<file path="src/rtl/order_tx_sched.sv">
// Two-source TX scheduler. It arbitrates between an ordered and an unordered queue head with a
// weighted priority. A busy-ID scoreboard limits outstanding IDs, and a registered output stage is
// released by ready.
module order_tx_sched #(
  parameter int ORD_WEIGHT      = 2,
  parameter int OUTSTANDING_MAX = 8
) (
  input  logic        clk,
  input  logic        reset,
  input  logic        ord_valid_i,
  input  logic [2:0]  ord_id_i,
  input  logic [15:0] ord_payload_i,
  output logic        ord_ready_o,
  input  logic        unord_valid_i,
  input  logic [2:0]  unord_id_i,
  input  logic [15:0] unord_payload_i,
  output logic        unord_ready_o,
  output logic        tx_valid_o,
  output logic [2:0]  tx_id_o,
  output logic [15:0] tx_payload_o,
  output logic        tx_src_o,
  input  logic        tx_ready_i,
  input  logic        ret_i,
  input  logic [2:0]  ret_id_i,
  output logic [7:0]  busy_o,
  output logic [3:0]  outstanding_o
);

  typedef enum logic [1:0] {GNT_NONE, GNT_ORD, GNT_UNORD} gnt_e;

  localparam logic [2:0] WEIGHT  = 3'(ORD_WEIGHT);
  localparam logic [3:0] OUT_MAX = 4'(OUTSTANDING_MAX);

  logic [2:0] wcnt_q;
  logic       slot_free;
  logic       cap_ok;
  logic       ord_elig;
  logic       unord_elig;
  gnt_e       gnt;
  logic [7:0] busy_next;

  always_comb begin
    outstanding_o = '0;
    for (int i = 0; i < 8; i++) outstanding_o = outstanding_o + 4'(busy_o[i]);
  end

  // Eligibility uses only registered busy state, so a retire frees its ID one cycle later.
  assign slot_free  = ~tx_valid_o | tx_ready_i;
  assign cap_ok     = outstanding_o < OUT_MAX;
  assign ord_elig   = ord_valid_i & ~busy_o[ord_id_i] & cap_ok;
  assign unord_elig = unord_valid_i & ~busy_o[unord_id_i] & cap_ok;

  // NOTE: every variable written in always_comb gets a default first so no latch is inferred.
  always_comb begin
    gnt = GNT_NONE;
    if (slot_free) begin
      if (ord_elig && (!unord_elig || wcnt_q < WEIGHT)) gnt = GNT_ORD;
      else if (unord_elig)                              gnt = GNT_UNORD;
    end
  end

  assign ord_ready_o   = reset & (gnt == GNT_ORD);
  assign unord_ready_o = reset & (gnt == GNT_UNORD);

  // The granted ID is never busy, so letting the grant win over a retire is always correct.
  always_comb begin
    busy_next = busy_o;
    if (ret_i) busy_next[ret_id_i] = 1'b0;
    case (gnt)
      GNT_ORD:   busy_next[ord_id_i]   = 1'b1;
      GNT_UNORD: busy_next[unord_id_i] = 1'b1;
      default:   ;
    endcase
  end

  // NOTE: sequential state uses non-blocking assignments only.
  always_ff @(posedge clk or negedge reset) begin
    if (!reset) begin
      busy_o       <= '0;
      wcnt_q       <= '0;
      tx_valid_o   <= 1'b0;
      tx_id_o      <= '0;
      tx_payload_o <= '0;
      tx_src_o     <= 1'b0;
    end else begin
      busy_o <= busy_next;
      case (gnt)
        GNT_ORD: begin
          tx_valid_o   <= 1'b1;
          tx_id_o      <= ord_id_i;
          tx_payload_o <= ord_payload_i;
          tx_src_o     <= 1'b1;
          if (wcnt_q < WEIGHT) wcnt_q <= wcnt_q + 3'd1;
        end
        GNT_UNORD: begin
          tx_valid_o   <= 1'b1;
          tx_id_o      <= unord_id_i;
          tx_payload_o <= unord_payload_i;
          tx_src_o     <= 1'b0;
          wcnt_q       <= '0;
        end
        default: if (slot_free) tx_valid_o <= 1'b0;
      endcase
    end
  end

endmodule

</file>
<file path="config.mk">
export PLATFORM = sky130hd
export DESIGN_NAME = order_tx_sched
export DESIGN_NICKNAME = d
export VERILOG_FILES = /design/src/rtl/order_tx_sched.sv
export SDC_FILE = /design/constraint.sdc
export NUM_CORES = 1
export LEC_CHECK = 0
export CORE_MARGIN = 2
export CORE_UTILIZATION = 30
export DETAILED_ROUTE_END_ITERATION = 10
export GPL_ROUTABILITY_DRIVEN = 0
export REMOVE_ABC_BUFFERS = 1
export SYNTH_ARGS = -nofsm -noshare
export SYNTH_HDL_FRONTEND = slang
export SYNTH_SLANG_ARGS = --single-unit
</file>
<file path="constraint.sdc">
create_clock -name clk -period 4.1 [get_ports clk]
set_input_delay 0.615 -clock clk [delete_from_list [all_inputs] [get_ports clk]]
set_output_delay 0.615 -clock clk [all_outputs]
set_load 0.005 [all_outputs]
</file>
==> impl_metrics.yaml, run 1 <==
clocking:
  clkTransAtPathRegs_ns: 0.06
  cts_made_buffers: 5
  clk_latency_ns: 0.28
  clockBufferDepth: 2
  cts_tree: "done"
  cts_htree_levels: 2
  cts_sinks: 32
  holdBufCountCts: 0
  root_buffer: "clkbuf_8"
worst_setup_path:
  cp_num_buf_inv: 4
  slowest_delay_ns: 0.55
  r2r_slack_ns: -0.09
  critPathMaxFanout: 4
  rr_startpoint: "busy_o[3]"
  cp_slowest_cell: "fa_1"
  crit_type: "flop to primary output"
  r2r_end: "wcnt_q[0]"
  crit_path_start_kind: "flop"
  cp_top_family: "adder cells"
  arrival_ns: 3.74
  r2r_cells: 18
  crit_chain: "inv_2 -> fa_1 -> fa_1 -> fa_2 -> inv_2 -> ha_4 -> a21oi_2 -> nor2b_2 -> a211o_1 -> buf_4 -> o311ai_4 -> ha_2 -> and2_1 -> buf_2"
  crit_required_ns: 3.48
  crit_path_end_kind: "primary output"
floorplanning:
  initial_core_util_pct: 31.1
  die_w_um: 85.1
  io_pins: 82
  dieArea_sq_um: 7240
  core_sq_um: 6350
  die_y_um: 85.1
  row_count: 29
yosys:
  synthTopCellsByArea: "dfrtp_1 41%, mux2i_1 12%, o21ai_0 9.4%, nand2_1 5.3%, fa_1 4.1%"
  ys_types: 32
  synth_area_leader_cell: "dfrtp_1"
  ys_warn_count: 0
  syn_area_sq_um: 1970
  synth_edf_count: 0
  async_flop_share_pct: 100
  synth_cells: 210
  ys.flop_type: "dfrtp_1"
  yosysTopAreaCellShare_pct: 40.6
  avgSynthCellArea_sq_um: 9.39
  ys_seq_elements: 32
  seq_area_frac_synth_pct: 40.6
power:
  vdd_drop_max_uv: 1130
  power.density_nw_per_um2: 826
  p_leak_nw: 1.42
route:
  drt-initial-drc-count: 121
  ant_nets: 0
  routed_wl_um: 5680
  detail_route.wl_per_cell_um: 14.5
  avgViaCountPerCell: 4.85
  vias: 1907
  drc: 0
  firstDrtPassIters: 4
worst_hold_path:
  hp-start: "tx_payload_o[14]"
  min_to: "tx_payload_o[14]"
  holdCritPathClass: "flop to flop"
  min_delay_path_depth: 2
placement:
  place_inst: 372
  dp_hpwl_um: 3750
  io_buffers: 81
  place_ws_ns: -0.367
  place_area_sq_um: 2950
cells_and_area:
  num_antenna_cells: 0
  final_net_count: 373
  fin_util_pct: 52.8
  final_common_cell: "clkdlybuf4s50_1"
  fillers: 582
  fin_area_sq_um: 3350
  layout-drive-gt1-share_pct: 20.3
  most-common-layout-cells: "77 x clkdlybuf4s50_1, 32 x dfrtp_1, 28 x nand2_1, 27 x o21ai_1, 23 x mux2i_1"
  instances_no_fill: 393
  area_growth_pct: 70.1
global_routing:
  grt_max_degree: 35
  grtUsageTotal_pct: 15.8
  grt_pass1_wl_um: 9050
  grt_pass1_vias: 1891
  antenna_found_initial: 0
  overflow: 0
timing:
  finalClockSkew_ns: 0.00253
  period_share_pct: 106
  timing.fmax_mhz: 230
  grt_setup_unrepaired: "true"
  fin_setup_tns_ns: -0.595
  worst_pin_slew_ns: 0.586
  finalHoldViolCount: 0
  finalMaxSlewViolations: 0
  setup_violations: 5
  min_period_ns: 4.35
  setup_ws_ns: -0.254
  relSlewSlack_pct: 60.8
run:
  max_cap_viol_count: 0
outcome:
  status: "finished, violations left"
  violations: "setup timing"
## synth_stat cells (all sizes together) (2+ instances only)
master	count
o21ai	37
dfrtp	32
nand2	28
mux2i	24
inv	17
clkbuf	7
nor2b	7
ha	6
nor2	6
a22oi	5
nand2b	5
buf	4
fa	4
a32oi	3
and2	3
o22ai	3
a21oi	2
a2bb2oi	2
mux2	2
nor3	2
nor3b	2
## logic make-up after synthesis
| group | share of synthesized area, % |
|---|---|
| AOI/OAI and AO/OA | 18.8 |
| and+or+nand+nor | 12.9 |
| DFF | 40.6 |
| buffers and inverters | 6.03 |
| muxes | 13.3 |
| adders and majority gates | 7.87 |
| xor gates and xnor gates | 0.444 |
## metrics by stage
step	hold WS [ns]	total power, mW
4_1_cts	0.493	2.62
2_1_floorplan	0.319	1.33
6_report	0.492	2.77
3_3_place_gp	0.465	2.17
5_1_grt	0.520	3.05
3_5_place_dp	0.476	2.19
## worst max path at each step
stage	startpoint	to	slack, ns	cells after the start
detailed placement	busy_o[0]	unord_ready_o	-0.37	13
finish	busy_o[3]	unord_ready_o	-0.25	14
CTS	busy_o[3]	unord_ready_o	-0.27	15
floorplan	busy_o[0]	unord_ready_o	-0.71	12
global placement	busy_o[0]	unord_ready_o	-0.32	13
global route	busy_o[3]	unord_ready_o	-0.40	14
## routing by layer
metal  GRT usage [%]  vias to the layer above  share of wire [%]
met5               0                        -                  0
met1            20.0                      901                 44
met3            4.38                        7                5.7
met4            5.48                        0                1.1
li1                -                      940                  -
met2            25.9                       59                 49
## registers in the layout, indices dropped and copies added (netlist names)
signal        flops
busy_o            8
tx_id_o           3
tx_valid_o        1
tx_src_o          1
tx_payload_o     16
wcnt_q            3
## what timing repair did
item,in CTS,in global routing
buffers inserted,10,2
pin swaps,11,15
gates resized for setup,21,55
cloned,1,1
endpoints found under the hold margin,0,0
endpoints found under the setup margin,17,35
## where the power goes
part	total, mW	switching [mW]	internal, mW
Clock	0.262	0.113	0.149
Sequential	0.577	0.105	0.472
Combinational	1.93	0.825	1.11
Total	2.77	1.04	1.73
## worst register-to-register path: stages (launching register included)
cell and delay, ns:
dfrtp_1 0.36, inv_2 0.05, fa_1 0.55, fa_1 0.44, fa_2 0.55, inv_2 0.04, ha_4 0.15, a21oi_2 0.13
nor2b_2 0.06, a211o_1 0.28, buf_4 0.16, o311ai_4 0.25, ha_2 0.22, buf_4 0.10, buf_6 0.10, buf_12 0.13
nor2_1 0.05, mux2_2 0.25, a22o_1 0.23
## layout make-up
type / instances / area [sq um] / area share, %
Timing Repair Buffer: 110 / 1110 / 33.0
Clock buffer: 7 / 96.3 / 2.87
Sequential cell: 32 / 801 / 23.9
Multi-Input combinational cell: 150 / 1190 / 35.5
Inverter: 17 / 63.8 / 1.90
Tap cell: 77 / 96.3 / 2.87
Note: power is estimated with default switching activity, not from simulation.
==> run 2, diff against run 1 <==
==> constraint.sdc (replaced) <==
create_clock -name clk -period 5.45 [get_ports clk]
set_input_delay 0.8175 -clock clk [delete_from_list [all_inputs] [get_ports clk]]
set_output_delay 0.8175 -clock clk [all_outputs]
set_load 0.005 [all_outputs]
==> run 2 against run 1 <==
The flow now finishes without violations. Worst hold slack got worse by 0.0080 ns. Cell count decreased by 6.4%. Core utilization down 6.2 points. Clock-buffer cell count is 2 lower. Setup slack gained 0.63 ns. Largest cell class unchanged. Largest power group unchanged. Highest routed layer unchanged.
==> impl_metrics.yaml, run 2 (synthesis gave the netlist of run 1 again) <==
global_routing:
  grtUsageTotal_pct: 14.6
  grt_pass1_vias: 1786
  antenna_found_initial: 0
  overflow: 0
  grt_max_degree: 35
  grt_pass1_wl_um: 8530
timing:
  finalMaxSlewViolations: 0
  min_period_ns: 5.07
  setup_violations: 0
  relSlewSlack_pct: 49.4
  timing.fmax_mhz: 197
  period_share_pct: 93.1
  finalClockSkew_ns: 0.00725
  finalHoldViolCount: 0
  fin_setup_tns_ns: 0
  worst_pin_slew_ns: 0.757
  grt_setup_unrepaired: "false"
worst_setup_path:
  cp_top_family: "adder cells"
  rr_startpoint: "busy_o[0]"
  crit_path_end_kind: "primary output"
  r2r_slack_ns: 1.04
  crit_chain: "inv_1 -> fa_1 -> fa_1 -> fa_1 -> inv_1 -> ha_1 -> a21oi_1 -> nor2b_1 -> a211o_1 -> a2111oi_2 -> ha_1 -> and2_1 -> clkdlybuf4s50_1"
  slowest_delay_ns: 0.55
  crit_path_start_kind: "flop"
  crit_type: "flop to primary output"
  r2r_end: "wcnt_q[0]"
  cp_num_buf_inv: 3
  crit_required_ns: 4.63
  crit_top_cell: "fa_1"
  cp_slowest_cell: "fa_1"
  critPathMaxFanout: 4
  r2r_cells: 15
  arrival_ns: 4.25
run:
  max_cap_viol_count: 0
route:
  routed_wl_um: 5070
  avgViaCountPerCell: 4.85
  firstDrtPassIters: 4
  ant_nets: 0
  drc: 0
  detail_route.wl_per_cell_um: 13.8
  drt-initial-drc-count: 134
  vias: 1786
cells_and_area:
  final_common_cell: "clkdlybuf4s50_1"
  most-common-layout-cells: "81 x clkdlybuf4s50_1, 37 x o21ai_0, 32 x dfrtp_1, 28 x nand2_1, 24 x mux2i_1"
  final_net_count: 347
  num_antenna_cells: 0
  fillers: 623
  fin_area_sq_um: 2960
  instances_no_fill: 368
  regMostFlops: "tx_payload_o"
  layout-drive-gt1-share_pct: 5.50
  fin_util_pct: 46.6
  largest_reg_flops: 16
  area_growth_pct: 50.0
  reg.largest.list: "tx_payload_o: 16 flops, busy_o: 8 flops"
floorplanning:
  die_y_um: 85.1
  row_count: 29
  dieArea_sq_um: 7240
  initial_core_util_pct: 31.1
  io_pins: 82
  core_sq_um: 6350
  die_w_um: 85.1
clocking:
  postCtsResizedCells: 0
  cts_setup_buffers: 0
  cts_tree: "done"
  root_buffer: "clkbuf_8"
  clk_latency_ns: 0.29
  cts_sinks: 32
  cts_made_buffers: 5
  cts_htree_levels: 2
  clockBufferDepth: 2
  clkTransAtPathRegs_ns: 0.07
  holdBufCountCts: 0
power:
  vdd_drop_max_uv: 766
  intPower_mw: 1.11
  combPwrFrac_pct: 62.3
  power.density_nw_per_um2: 601
  p_clk_share_pct: 13.0
  sw_frac_of_total_pct: 37.4
  p_leak_nw: 1.24
  seqPwrFrac_pct: 24.7
  power_mw: 1.78
  switchingPower_uw: 666
placement:
  io_buffers: 81
  place_inst: 360
  dp_hpwl_um: 3770
  place_area_sq_um: 2850
worst_hold_path:
  min_delay_path_depth: 2
  hp-start: "tx_payload_o[1]"
  min_to: "tx_payload_o[1]"
  holdCritPathClass: "flop to flop"
outcome:
  status: "finished clean"
run 2: cell types whose count changed in the layout (fill, tap and decap cells not counted), sizes merged:
cell	previous run	this run
bufinv	0	1
buf	30	3
clkdlybuf4s50	77	81
dlygate4sd2	1	0
dlymetal6s2s	1	0
clkinvlp	0	1
clkinv	0	1
clkbuf	8	5
run 2: area by class of cell:
cell class	count	area [sq um]	share of cell area (%)
clock buffer	5	68.8	2.33
clock inverter	3	42.5	1.44
inverter	17	63.8	2.16
multi-input combinational	150	1050	35.6
sequential	32	801	27.1
tap	77	96.3	3.26
timing repair buffer	84	833	28.2
run 2: metal layers:
metal	share of wire (%)	vias up	track usage [%]
met4	1.5	0	4.91
met3	9.2	6	5.54
met1	43	811	18.7
met2	47	79	22.8
met5	0	-	0
li1	-	890	-
run 2: power groups by stage:
stage               logic (mW)  clock network (mW)  registers, mW
global route              1.27               0.251          0.459
finish                    1.11               0.231          0.440
global placement          1.11                   0          0.438
CTS                       1.13               0.238          0.441
detailed placement        1.12                   0          0.443
floorplan                0.561                   0          0.439
run 2: worst min-delay path, stage by stage, from the launching register on:
cell and delay, ns:
dfrtp_1 0.35, nand2_1 0.05, o21ai_0 0.05
run 2: worst max-delay path by stage:
| stage | slack, ns | startpoint | endpoint | cells after the start |
|---|---|---|---|---|
| floorplan | 0.44 | busy_o[0] | unord_ready_o | 12 |
| global placement | 0.76 | busy_o[0] | unord_ready_o | 13 |
| detailed placement | 0.71 | busy_o[0] | unord_ready_o | 13 |
| CTS | 0.38 | busy_o[0] | unord_ready_o | 13 |
| global route | 0.15 | busy_o[0] | unord_ready_o | 13 |
| finish | 0.38 | busy_o[0] | unord_ready_o | 13 |
run 2: stage by stage:
stage / hold slack (ns) / setup slack (ns)
4_1_cts: 0.491 / 0.380
6_report: 0.484 / 0.378
2_1_floorplan: 0.476 / 0.439
5_1_grt: 0.504 / 0.147
3_5_place_dp: 0.472 / 0.712
3_3_place_gp: 0.464 / 0.761
